[src/rtl/game_pkg.sv]
// Shared types and constants for the ping-pong button conditioner.
// Defaults assume the 25 MHz pixel clock.
package game_pkg;

  typedef enum logic [1:0] {
    ST_IDLE   = 2'd0,
    ST_ARM    = 2'd1,
    ST_REPEAT = 2'd2,
    ST_HELD   = 2'd3
  } rpt_state_t;

  localparam int unsigned PIXEL_CLK_HZ        = 25_000_000;
  localparam int unsigned DEF_DEBOUNCE_CYCLES = PIXEL_CLK_HZ / 100;  // 10 ms
  localparam int unsigned DEF_REPEAT_DELAY    = PIXEL_CLK_HZ / 2;    // 500 ms
  localparam int unsigned DEF_REPEAT_PERIOD   = PIXEL_CLK_HZ / 10;   // 100 ms

  // Bits needed to hold max_val; never less than one bit.
  function automatic int unsigned cnt_width(input int unsigned max_val);
    cnt_width = (max_val < 1) ? 1 : $clog2(max_val + 1);
  endfunction

endpackage

[src/rtl/paddle_input_cond_if.sv]
// Button-side bundle: raw buttons and repeat enables in, conditioned strobes out.
interface paddle_input_cond_if #(
  parameter int unsigned N_CH = 4
);
  logic [N_CH-1:0] btn_i;
  logic [N_CH-1:0] repeat_en;
  logic [N_CH-1:0] level_o;
  logic [N_CH-1:0] press_o;
  logic [N_CH-1:0] release_o;
  logic [N_CH-1:0] move_o;

  modport master (
    output btn_i, repeat_en,
    input  level_o, press_o, release_o, move_o
  );

  modport slave (
    input  btn_i, repeat_en,
    output level_o, press_o, release_o, move_o
  );
endinterface

[src/rtl/input_cond_ch.sv]
// One button channel: synchroniser, debounce, edge strobes and repeat FSM.
//   state     | meaning
//   ST_IDLE   | button released, waiting for a debounced press
//   ST_ARM    | pressed, counting down the initial repeat delay
//   ST_REPEAT | auto-repeating every repeat period
//   ST_HELD   | pressed with repeat disabled, waiting for release
module input_cond_ch
  import game_pkg::*;
#(
  parameter int unsigned SYNC_STAGES     = 2,
  parameter int unsigned DEBOUNCE_CYCLES = DEF_DEBOUNCE_CYCLES,
  parameter int unsigned REPEAT_DELAY    = DEF_REPEAT_DELAY,
  parameter int unsigned REPEAT_PERIOD   = DEF_REPEAT_PERIOD
) (
  input  logic pixel_clk,
  input  logic reset,
  input  logic i_btn,
  input  logic i_repeat_en,
  output logic o_level,
  output logic o_press,
  output logic o_release,
  output logic o_move_raw
);

  localparam int unsigned DB_W    = cnt_width(DEBOUNCE_CYCLES - 1);
  localparam int unsigned RPT_MAX = ((REPEAT_DELAY > REPEAT_PERIOD) ? REPEAT_DELAY : REPEAT_PERIOD) - 1;
  localparam int unsigned RPT_W   = cnt_width(RPT_MAX);

  localparam logic [DB_W-1:0]  DB_LAST   = DB_W'(DEBOUNCE_CYCLES - 1);
  localparam logic [RPT_W-1:0] DELAY_LD  = RPT_W'(REPEAT_DELAY - 1);
  localparam logic [RPT_W-1:0] PERIOD_LD = RPT_W'(REPEAT_PERIOD - 1);

  logic [SYNC_STAGES-1:0] r_sync;
  logic [DB_W-1:0]        r_db_cnt;
  logic                   r_level;
  logic                   r_press;
  logic                   r_release;
  logic                   r_move;
  logic [RPT_W-1:0]       r_rpt_cnt;
  rpt_state_t             r_state;

  logic w_s;
  logic w_diff;
  logic w_flip;
  logic w_rise;
  logic w_fall;

  assign w_s    = r_sync[SYNC_STAGES-1];
  assign w_diff = w_s ^ r_level;
  assign w_flip = w_diff && (r_db_cnt == DB_LAST);
  assign w_rise = w_flip & ~r_level;
  assign w_fall = w_flip &  r_level;

  always_ff @(posedge pixel_clk or negedge reset) begin
    if (!reset) begin
      r_sync    <= '0;
      r_db_cnt  <= '0;
      r_level   <= 1'b0;
      r_press   <= 1'b0;
      r_release <= 1'b0;
    end else begin
      r_sync    <= {r_sync[SYNC_STAGES-2:0], i_btn};
      r_db_cnt  <= (!w_diff || w_flip) ? '0 : r_db_cnt + DB_W'(1);
      r_level   <= r_level ^ w_flip;
      r_press   <= w_rise;
      r_release <= w_fall;
    end
  end

  // Release is checked first in every pressed state so a due repeat is dropped.
  always_ff @(posedge pixel_clk or negedge reset) begin
    if (!reset) begin
      r_state   <= ST_IDLE;
      r_rpt_cnt <= '0;
      r_move    <= 1'b0;
    end else begin
      r_move <= 1'b0;
      case (r_state)
        ST_IDLE: begin
          if (w_rise) begin
            r_state   <= ST_ARM;
            r_move    <= 1'b1;
            r_rpt_cnt <= DELAY_LD;
          end
        end
        ST_ARM: begin
          if (w_fall) begin
            r_state <= ST_IDLE;
          end else if (!i_repeat_en) begin
            r_state <= ST_HELD;
          end else if (r_rpt_cnt == '0) begin
            r_state   <= ST_REPEAT;
            r_move    <= 1'b1;
            r_rpt_cnt <= PERIOD_LD;
          end else begin
            r_rpt_cnt <= r_rpt_cnt - RPT_W'(1);
          end
        end
        ST_REPEAT: begin
          if (w_fall) begin
            r_state <= ST_IDLE;
          end else if (!i_repeat_en) begin
            r_state <= ST_HELD;
          end else if (r_rpt_cnt == '0) begin
            r_move    <= 1'b1;
            r_rpt_cnt <= PERIOD_LD;
          end else begin
            r_rpt_cnt <= r_rpt_cnt - RPT_W'(1);
          end
        end
        ST_HELD: begin
          if (w_fall) r_state <= ST_IDLE;
        end
        default: r_state <= ST_IDLE;
      endcase
    end
  end

  assign o_level    = r_level;
  assign o_press    = r_press;
  assign o_release  = r_release;
  assign o_move_raw = r_move;

endmodule

[src/rtl/paddle_input_cond.sv]
// N-channel paddle button conditioner with optional up/down pair lockout.
// All outputs pass through one common output register.
module paddle_input_cond
  import game_pkg::*;
#(
  parameter int unsigned N_CH            = 4,
  parameter int unsigned SYNC_STAGES     = 2,
  parameter int unsigned DEBOUNCE_CYCLES = DEF_DEBOUNCE_CYCLES,
  parameter int unsigned REPEAT_DELAY    = DEF_REPEAT_DELAY,
  parameter int unsigned REPEAT_PERIOD   = DEF_REPEAT_PERIOD,
  parameter int unsigned PAIR_LOCKOUT    = 1
) (
  input  logic                pixel_clk,
  input  logic                reset,
  paddle_input_cond_if.slave  io_bus
);

  if (SYNC_STAGES < 2)      begin : g_chk_sync   $error("SYNC_STAGES must be at least 2");     end
  if (DEBOUNCE_CYCLES < 1)  begin : g_chk_db     $error("DEBOUNCE_CYCLES must be at least 1"); end
  if (REPEAT_DELAY < 1)     begin : g_chk_delay  $error("REPEAT_DELAY must be at least 1");    end
  if (REPEAT_PERIOD < 1)    begin : g_chk_period $error("REPEAT_PERIOD must be at least 1");   end
  if (N_CH < 1)             begin : g_chk_nch    $error("N_CH must be at least 1");            end
  if ((PAIR_LOCKOUT != 0) && (N_CH % 2 != 0)) begin : g_chk_pair
    $error("PAIR_LOCKOUT requires an even N_CH");
  end

  logic [N_CH-1:0] w_level;
  logic [N_CH-1:0] w_press;
  logic [N_CH-1:0] w_release;
  logic [N_CH-1:0] w_move_raw;
  logic [N_CH-1:0] w_lock;
  logic [N_CH-1:0] w_move;

  logic [N_CH-1:0] r_level;
  logic [N_CH-1:0] r_press;
  logic [N_CH-1:0] r_release;
  logic [N_CH-1:0] r_move;

  for (genvar c = 0; c < N_CH; c++) begin : g_ch
    input_cond_ch #(
      .SYNC_STAGES     (SYNC_STAGES),
      .DEBOUNCE_CYCLES (DEBOUNCE_CYCLES),
      .REPEAT_DELAY    (REPEAT_DELAY),
      .REPEAT_PERIOD   (REPEAT_PERIOD)
    ) u_ch (
      .pixel_clk   (pixel_clk),
      .reset       (reset),
      .i_btn       (io_bus.btn_i[c]),
      .i_repeat_en (io_bus.repeat_en[c]),
      .o_level     (w_level[c]),
      .o_press     (w_press[c]),
      .o_release   (w_release[c]),
      .o_move_raw  (w_move_raw[c])
    );
  end

  // Both buttons of a pair held means conflicting input: mute the pair's moves.
  always_comb begin
    w_lock = '0;
    if (PAIR_LOCKOUT != 0) begin
      for (int k = 0; k < int'(N_CH / 2); k++) begin
        w_lock[2*k]   = w_level[2*k] & w_level[2*k+1];
        w_lock[2*k+1] = w_level[2*k] & w_level[2*k+1];
      end
    end
  end

  assign w_move = w_move_raw & ~w_lock;

  always_ff @(posedge pixel_clk or negedge reset) begin
    if (!reset) begin
      r_level   <= '0;
      r_press   <= '0;
      r_release <= '0;
      r_move    <= '0;
    end else begin
      r_level   <= w_level;
      r_press   <= w_press;
      r_release <= w_release;
      r_move    <= w_move;
    end
  end

  assign io_bus.level_o   = r_level;
  assign io_bus.press_o   = r_press;
  assign io_bus.release_o = r_release;
  assign io_bus.move_o    = r_move;

endmodule

[src/flat_wrapper.sv]
// flat-port wrapper written by rule: the top's interface ports become plain ports
module paddle_input_cond_flat import game_pkg::*;
#(
  parameter int unsigned N_CH            = 4,
  parameter int unsigned SYNC_STAGES     = 2,
  parameter int unsigned DEBOUNCE_CYCLES = DEF_DEBOUNCE_CYCLES,
  parameter int unsigned REPEAT_DELAY    = DEF_REPEAT_DELAY,
  parameter int unsigned REPEAT_PERIOD   = DEF_REPEAT_PERIOD,
  parameter int unsigned PAIR_LOCKOUT    = 1
)
  (pixel_clk, reset, io_bus_btn_i, io_bus_repeat_en, io_bus_level_o, io_bus_press_o, io_bus_release_o, io_bus_move_o);
  paddle_input_cond_if #(.N_CH(N_CH)) io_bus_i ();
  input  logic pixel_clk;
  input  logic reset;
  input wire logic [$bits(io_bus_i.btn_i)-1:0] io_bus_btn_i;
  input wire logic [$bits(io_bus_i.repeat_en)-1:0] io_bus_repeat_en;
  output wire logic [$bits(io_bus_i.level_o)-1:0] io_bus_level_o;
  output wire logic [$bits(io_bus_i.press_o)-1:0] io_bus_press_o;
  output wire logic [$bits(io_bus_i.release_o)-1:0] io_bus_release_o;
  output wire logic [$bits(io_bus_i.move_o)-1:0] io_bus_move_o;
  assign io_bus_i.btn_i = io_bus_btn_i;
  assign io_bus_i.repeat_en = io_bus_repeat_en;
  assign io_bus_level_o = io_bus_i.level_o;
  assign io_bus_press_o = io_bus_i.press_o;
  assign io_bus_release_o = io_bus_i.release_o;
  assign io_bus_move_o = io_bus_i.move_o;
  paddle_input_cond #(.N_CH(N_CH), .SYNC_STAGES(SYNC_STAGES), .DEBOUNCE_CYCLES(DEBOUNCE_CYCLES), .REPEAT_DELAY(REPEAT_DELAY), .REPEAT_PERIOD(REPEAT_PERIOD), .PAIR_LOCKOUT(PAIR_LOCKOUT)) u_core (.pixel_clk(pixel_clk), .reset(reset), .io_bus(io_bus_i));
endmodule
[config.mk]
export PLATFORM = sky130hd
export DESIGN_NAME = paddle_input_cond_flat
export DESIGN_NICKNAME = d
export VERILOG_FILES = /design/src/rtl/game_pkg.sv /design/src/rtl/paddle_input_cond_if.sv /design/src/rtl/input_cond_ch.sv /design/src/rtl/paddle_input_cond.sv /design/src/flat_wrapper.sv
export SDC_FILE = /design/constraint.sdc
export NUM_CORES = 1
export LEC_CHECK = 0
export BUFFER_PORTS_ARGS = -buffer_cell sky130_fd_sc_hd__buf_2
export CAP_MARGIN = 10
export CORE_MARGIN = 2
export CORE_UTILIZATION = 30
export DETAILED_ROUTE_END_ITERATION = 8
export SLEW_MARGIN = 20
export SYNTH_ARGS = -nofsm -noshare
export SYNTH_HDL_FRONTEND = slang
export SYNTH_SLANG_ARGS = --single-unit
export TNS_END_PERCENT = 100
[constraint.sdc]
create_clock -name pixel_clk -period 3.1 [get_ports pixel_clk]
set_input_delay 0.62 -clock pixel_clk [delete_from_list [all_inputs] [get_ports pixel_clk]]
set_output_delay 0.62 -clock pixel_clk [all_outputs]
set_load 0.05 [all_outputs]
# Yosys cells after proc, flatten, opt, wreduce, memory -nomap -nowiden
# Cells that the tools add are included.
# word_totals
regBits,216
wordCells,220
in_bits,10
output_inout_bits,16
# classes
n_eq_ne,40
add_sub_neg,8
n_mux,76
reduce_logical,36
bitwise,24
# ops
cell,count
$mux W24,16
$pmux W24 S2,4
$logic_not A24 Y1,4
$sub A24 B1 Y24 const B,4
$add A18 B1 Y18 const B,4
$eq A18 B18 Y1 const B,4
$mux W18,4
$mux W2,28
$pmux W2 S4,4
$reduce_and A4 Y1,8
$ne A2 B2 Y1 const B,12
$eq A2 B2 Y1 const B,8
$mux W1,16
$ne A4 B4 Y1 const B,4
$ne A3 B3 Y1 const B,4
$and A1 B1 Y1,10
$eq A2 B1 Y1 const B,4
$logic_not A2 Y1,4
$ne A2 B1 Y1 const B,4
$pmux W1 S2,4
$reduce_bool A2 Y1,4
$reduce_or A2 Y1,4
$xor A1 B1 Y1,8
$and A4 B4 Y4,1
other kinds (5),17

# Depth between registers and ports, before layout
# logic_depth
word_depth,5
depth_mapped,10
ltp_nobuf,8

# By module
# A second synthesis with hierarchy kept.
# unflattened
hier_cells,1210
hier_area_um2,11623.6
# modules_own_cells
module,n_inst,cells_each,area_per_inst_um2
input_cond_ch (u_core.g_ch[1].u_ch ...),2,297,2778.9
input_cond_ch (u_core.g_ch[3].u_ch),1,314,2880.3
input_cond_ch (u_core.g_ch[0].u_ch),1,282,2755.1
paddle_input_cond,1,20,430.4

# Least setup slack after synthesis
# OpenSTA, ideal clock, no wires.
# synth_timing
path_type,register -> register
from,register u_core.g_ch[1].u_ch.r_db_cnt[6]
to,register u_core.g_ch[1].u_ch.r_rpt_cnt[15]
setup_ns,0.121
t_arrival_ns,2.384
stages_incl_launch_ff,8
path_buffers,1
t_required_ns,2.979
period_less_slack_ns,2.505
slack_ns,0.595
cell_sequence,dfrtp_1 or4b_1 or4_4 or3_4 o2bb2ai_4 buf_6 nand3_1 a22o_1
# synth_via
elab_chain_len,5
word_cells_on_any_way,7
cone_classes,eq/ne (3); bitwise (2); reduce/logical (2)
# synth_lines
item,line,source
from (decl),input_cond_ch.sv:34,logic [DB_W-1:0] r_db_cnt;
from (signal assigned),input_cond_ch.sv:63,r_db_cnt <= (!w_diff || w_flip) ? '0 : r_db_cnt + DB_W'(1);
$eq A18 B18 Y1 (*),input_cond_ch.sv:50,assign w_flip = w_diff && (r_db_cnt == DB_LAST);
$logic_and A1 B1 Y1 (*),input_cond_ch.sv:50,
$and A1 B1 Y1 (on tied branches),"input_cond_ch.sv:52, input_cond_ch.sv:51",
$ne A2 B2 Y1 (no line),n/a,
$reduce_and A4 Y1 (no line) (*),n/a,
to (signal assigned),input_cond_ch.sv:96,r_rpt_cnt <= r_rpt_cnt - RPT_W'(1);
to (signal assigned),input_cond_ch.sv:108,r_rpt_cnt <= r_rpt_cnt - RPT_W'(1);
to (decl),input_cond_ch.sv:39,logic [RPT_W-1:0] r_rpt_cnt;
# Mark *: on every way between the ends. The rest lies on a longest branch, timed or not.
# A chain may end at the register's enable or synchronous reset.

# Final worst setup path
# layout_timing
from,register u_core.g_ch[1].u_ch.r_db_cnt[6]
to,register u_core.g_ch[1].u_ch.r_rpt_cnt[9]
# The elaborated chain is that of the path after synthesis.

==> flow_metrics.env <==
export IMPL_h_tree_depth=1
export IMPL_min_period_over_period_pct=91.26
export IMPL_drc=0
export IMPL_register_area_um2=5405
export IMPL_cts_root_buf="clkbuf_16"
export IMPL_share_comb_of_total_power_pct=19.8
export IMPL_hpwl_um=16620
export IMPL_grt_total_usage_pct=12.60
export IMPL_tightest_slew_ns=0.7799
export IMPL_fp_coreArea_um2=37580
export IMPL_clock_sinks=216
export IMPL_critPathSlowestCell="or4b_1"
export IMPL_drive_gt1_share_pct=9.363
export IMPL_clkPwrFrac_pct=37.7
export IMPL_finalClockSkew_ns=0.01184
export IMPL_grt_pass1_vias=8631
export IMPL_p_per_area_nw_per_um2=568.9
export IMPL_die_height_um=199.2
export IMPL_synthTopCellsByArea="dfrtp_1, nor2_1, ha_1, o21ai_0, nand2_1"
export IMPL_antenna_left=0
export IMPL_cts_resized_gates=0
export IMPL_cts_hold_repair_buffers=0
export IMPL_wl_per_cell_um=13.69
export IMPL_relSlewSlack_pct=48.01
export IMPL_vias_per_cell=5.061
export IMPL_p_sw_w=0.002231
export IMPL_crit_fanout=20
export IMPL_drv_cap=0
export IMPL_power_share_sequential_pct=42.5
export IMPL_hold_path_class="input port to async pin"
export IMPL_whs_ns=0.06300
export IMPL_fmax_mhz=353.5
export IMPL_postCtsSetupBuffers=0
export IMPL_cts_tree="done"
export IMPL_drt_iter0_drc=597
export IMPL_ys_warn_count=0
export IMPL_netlist_instances=1216
export IMPL_syn_area_um2=11440
export IMPL_clkLatencyLatePin_ns=0.52
export IMPL_rows=71
export IMPL_syn_num_nets=1262
export IMPL_ir_drop_mv=0.3158
export IMPL_met1_usage_pct=18.43
export IMPL_worstSetupStartpointType="flop"
export IMPL_antenna_found_initial=2
export IMPL_worstSetupPathType="flop to flop"
export IMPL_fin_nets=1299
export IMPL_status="finished, final reports clean"
export IMPL_area_growth_pct=14.13
export IMPL_finalSetupTns_ns=0
export IMPL_grt_busiest_layer="met2"
export IMPL_grt_pass1_wl_um=42210
export IMPL_start_util_pct=30.43
export IMPL_multi_input_area_um2=5695
export IMPL_numCtsBuffers=24
export IMPL_ys_flop_type="dfrtp_1"
export IMPL_cp_top_family="simple AND/OR/NAND/NOR gates"
export IMPL_path_cells="or4b_1 > or4_4 > or3_4 > o2bb2ai_4 > o21ai_0 > a22o_1"
export IMPL_critPathCaptureType="flop"
export IMPL_synth_top_area_share_pct=47.26
export IMPL_synth_area_leader_cell="dfrtp_1"
export IMPL_synth_cell_types=73
export IMPL_die_x_um=199.2
export IMPL_gr_usage_met2_pct=19.40
export IMPL_setup_viol=0
export IMPL_drt_wl_total_um=24410
export IMPL_sw_frac_of_total_pct=30.04
export IMPL_fin_crit_ns=2.829
export IMPL_clk_pin_slew_ns=0.06
export IMPL_cp_data_arrival_time_ns=3.23
export IMPL_fillers=3792
export IMPL_maxSlewViolCount=0
export IMPL_leakage_nw=5.666
export IMPL_worstPathRequired_ns=3.50
export IMPL_finalHoldViolations=0
export IMPL_io_buffers=25
export IMPL_rsz0062_at_grt="false"
export IMPL_io_pin_count=26
export IMPL_critPathLaunch="u_core.g_ch[1].u_ch.r_db_cnt[6]$_DFF_PN0_"
export IMPL_yosysSeqAreaShare_pct=47.26
export IMPL_synth_edff_count=0
export IMPL_grt_overflow=0
export IMPL_syn_area_per_cell_um2=9.405
export IMPL_internal_power_w=0.005194
export IMPL_cts_buffer_depth=3
export IMPL_grt_max_degree=74
export IMPL_dr_pass1_iters=5
export IMPL_async_reset_ff_share_pct=100.0
export IMPL_cp_num_buf_inv=0
export IMPL_dieArea_um2=39700
export IMPL_synth_seq_cells=216
export IMPL_vias=9023
export IMPL_place_congestion=0.7863
export IMPL_use_met3_pct=1.890
export IMPL_critPathMaxStageDelay_ns=0.54
export IMPL_rr_startpoint="u_core.g_ch[1].u_ch.r_db_cnt[6]$_DFF_PN0_"
-- layer usage --
metal | up-vias | wire, um
met1 | 4343 | 12440
met5 | - | 11
met4 | 2 | 454
li1 | 4508 | -
met2 | 135 | 10720
met3 | 35 | 786
-- logic make-up after synthesis --
logic type / count (synthesis) / share of synthesized area, %
XOR/XNOR: 61 / 4.672
AO/OA/AOI/OAI: 283 / 16.61
adder cells (fa/ha/maj): 36 / 3.939
multiplexers: 6 / 0.5580
AND/OR/NAND/NOR: 530 / 23.97
flip-flops: 216 / 47.26
buffers and inverters: 84 / 2.987
-- through the flow --
| step | setup slack (ns) | utilization [%] | cell area [um^2] | instances | power, W |
|---|---|---|---|---|---|
| 3_5_place_dp | 0.2575 | 32.66 | 12270 | 1738 | 0.004665 |
| 6_report | 0.2709 | 34.73 | 13050 | 1783 | 0.007425 |
| 3_3_place_gp | 0.3063 | 32.66 | 12270 | 1738 | 0.004630 |
| 5_1_grt | 0.1180 | 34.73 | 13050 | 1782 | 0.007868 |
| 4_1_cts | 0.2634 | 34.73 | 13050 | 1782 | 0.007519 |
| 2_1_floorplan | 0.5950 | - | 11440 | 1216 | 0.004199 |
-- state kept, by name, summed over array words and instances, names as in the netlist, named ones only --
| name | cells |
|---|---|
| u_core.g_ch.u_ch.o_move_raw | 4 |
| u_core.g_ch.u_ch.r_rpt_cnt | 96 |
| u_core.g_ch.u_ch.o_press | 4 |
| u_core.g_ch.u_ch.r_state | 8 |
| u_core.g_ch.u_ch.o_release | 4 |
| u_core.g_ch.u_ch.r_db_cnt | 72 |
| u_core.io_bus.level_o | 4 |
| u_core.io_bus.press_o | 4 |
| u_core.io_bus.move_o | 4 |
| u_core.g_ch.u_ch.r_sync | 8 |
| u_core.io_bus.release_o | 4 |
-- path summary, 6_finish.rpt --
check | endpoint | slack (ns) | cells past startpoint
setup / recovery | u_core.g_ch[1].u_ch.r_rpt_cnt[9]$_DFFE_PN0P_ | 0.27 | 6
hold / removal | u_core.g_ch[3].u_ch.r_rpt_cnt[7]$_DFFE_PN0P_ | 0.06 | 1
setup reg to reg | u_core.g_ch[1].u_ch.r_rpt_cnt[9]$_DFFE_PN0P_ | 0.27 | 6
hold reg to reg | u_core.io_bus.press_o[3]$_DFF_PN0_ | 0.35 | 0
max in group asynchronous | u_core.g_ch[2].u_ch.r_db_cnt[4]$_DFF_PN0_ | 2.26 | 2
min in group pixel_clk | u_core.g_ch[0].u_ch.r_sync[0]$_DFF_PN0_ | 0.21 | 1
-- power by group through the flow --
stage | registers, W | logic [W] | clock network [W]
after floorplan | 0.00315 | 0.00105 | 0
after global placement | 0.00320 | 0.00143 | 0
after detailed placement | 0.00320 | 0.00146 | 0
after CTS | 0.00315 | 0.00147 | 0.00289
after global routing | 0.00319 | 0.00167 | 0.00302
final | 0.00316 | 0.00147 | 0.00280
-- Yosys cell counts (3+ instances only) --
library cell	number
dfrtp_1	216
nor2_1	152
nand2_1	86
o21ai_0	69
a21oi_1	63
nand3_1	47
nor3_1	46
inv_1	41
a22o_1	36
ha_1	36
xor2_1	32
a31oi_1	31
clkbuf_1	31
xnor2_1	29
nor4_1	27
and3_1	25
nand4_1	24
nand2b_1	21
or3_1	20
o31ai_1	15
or4_1	14
and4_1	10
or2_2	10
a21boi_0	8
and2_1	8
nor4b_1	7
o31a_1	7
buf_2	6
nor3b_1	6
o41ai_1	6
a21o_1	5
nand4b_1	5
nor2b_1	5
o21a_1	5
nand3b_1	4
o2bb2ai_1	4
a211oi_1	3
a2bb2oi_1	3
a311oi_1	3
a32o_1	3
buf_4	3
mux2_2	3
mux2i_1	3
o22ai_1	3
-- cell usage in the layout (no fill, tap or decap), drive strengths merged, types with 31 or more instances in the layout --
cell type  count
dfrtp        216
buf           54
a22o          36
a31oi         31
nand2         86
o21ai         70
nor2         152
clkbuf        34
xor2          32
inv           41
nor3          48
a21oi         63
ha            36
nand3         47
-- area by class of cell --
type                       instances  share of cell area [%]
multi-input combinational        916                   43.64
sequential                       216                   41.41
clock buffer                      34                   5.359
tap                              511                   4.899
timing repair buffer              54                   2.895
inverter                          41                   1.179
clock inverter                    10                  0.5944
antenna                            1                 0.01917
Power figures use the tool's default switching activity.
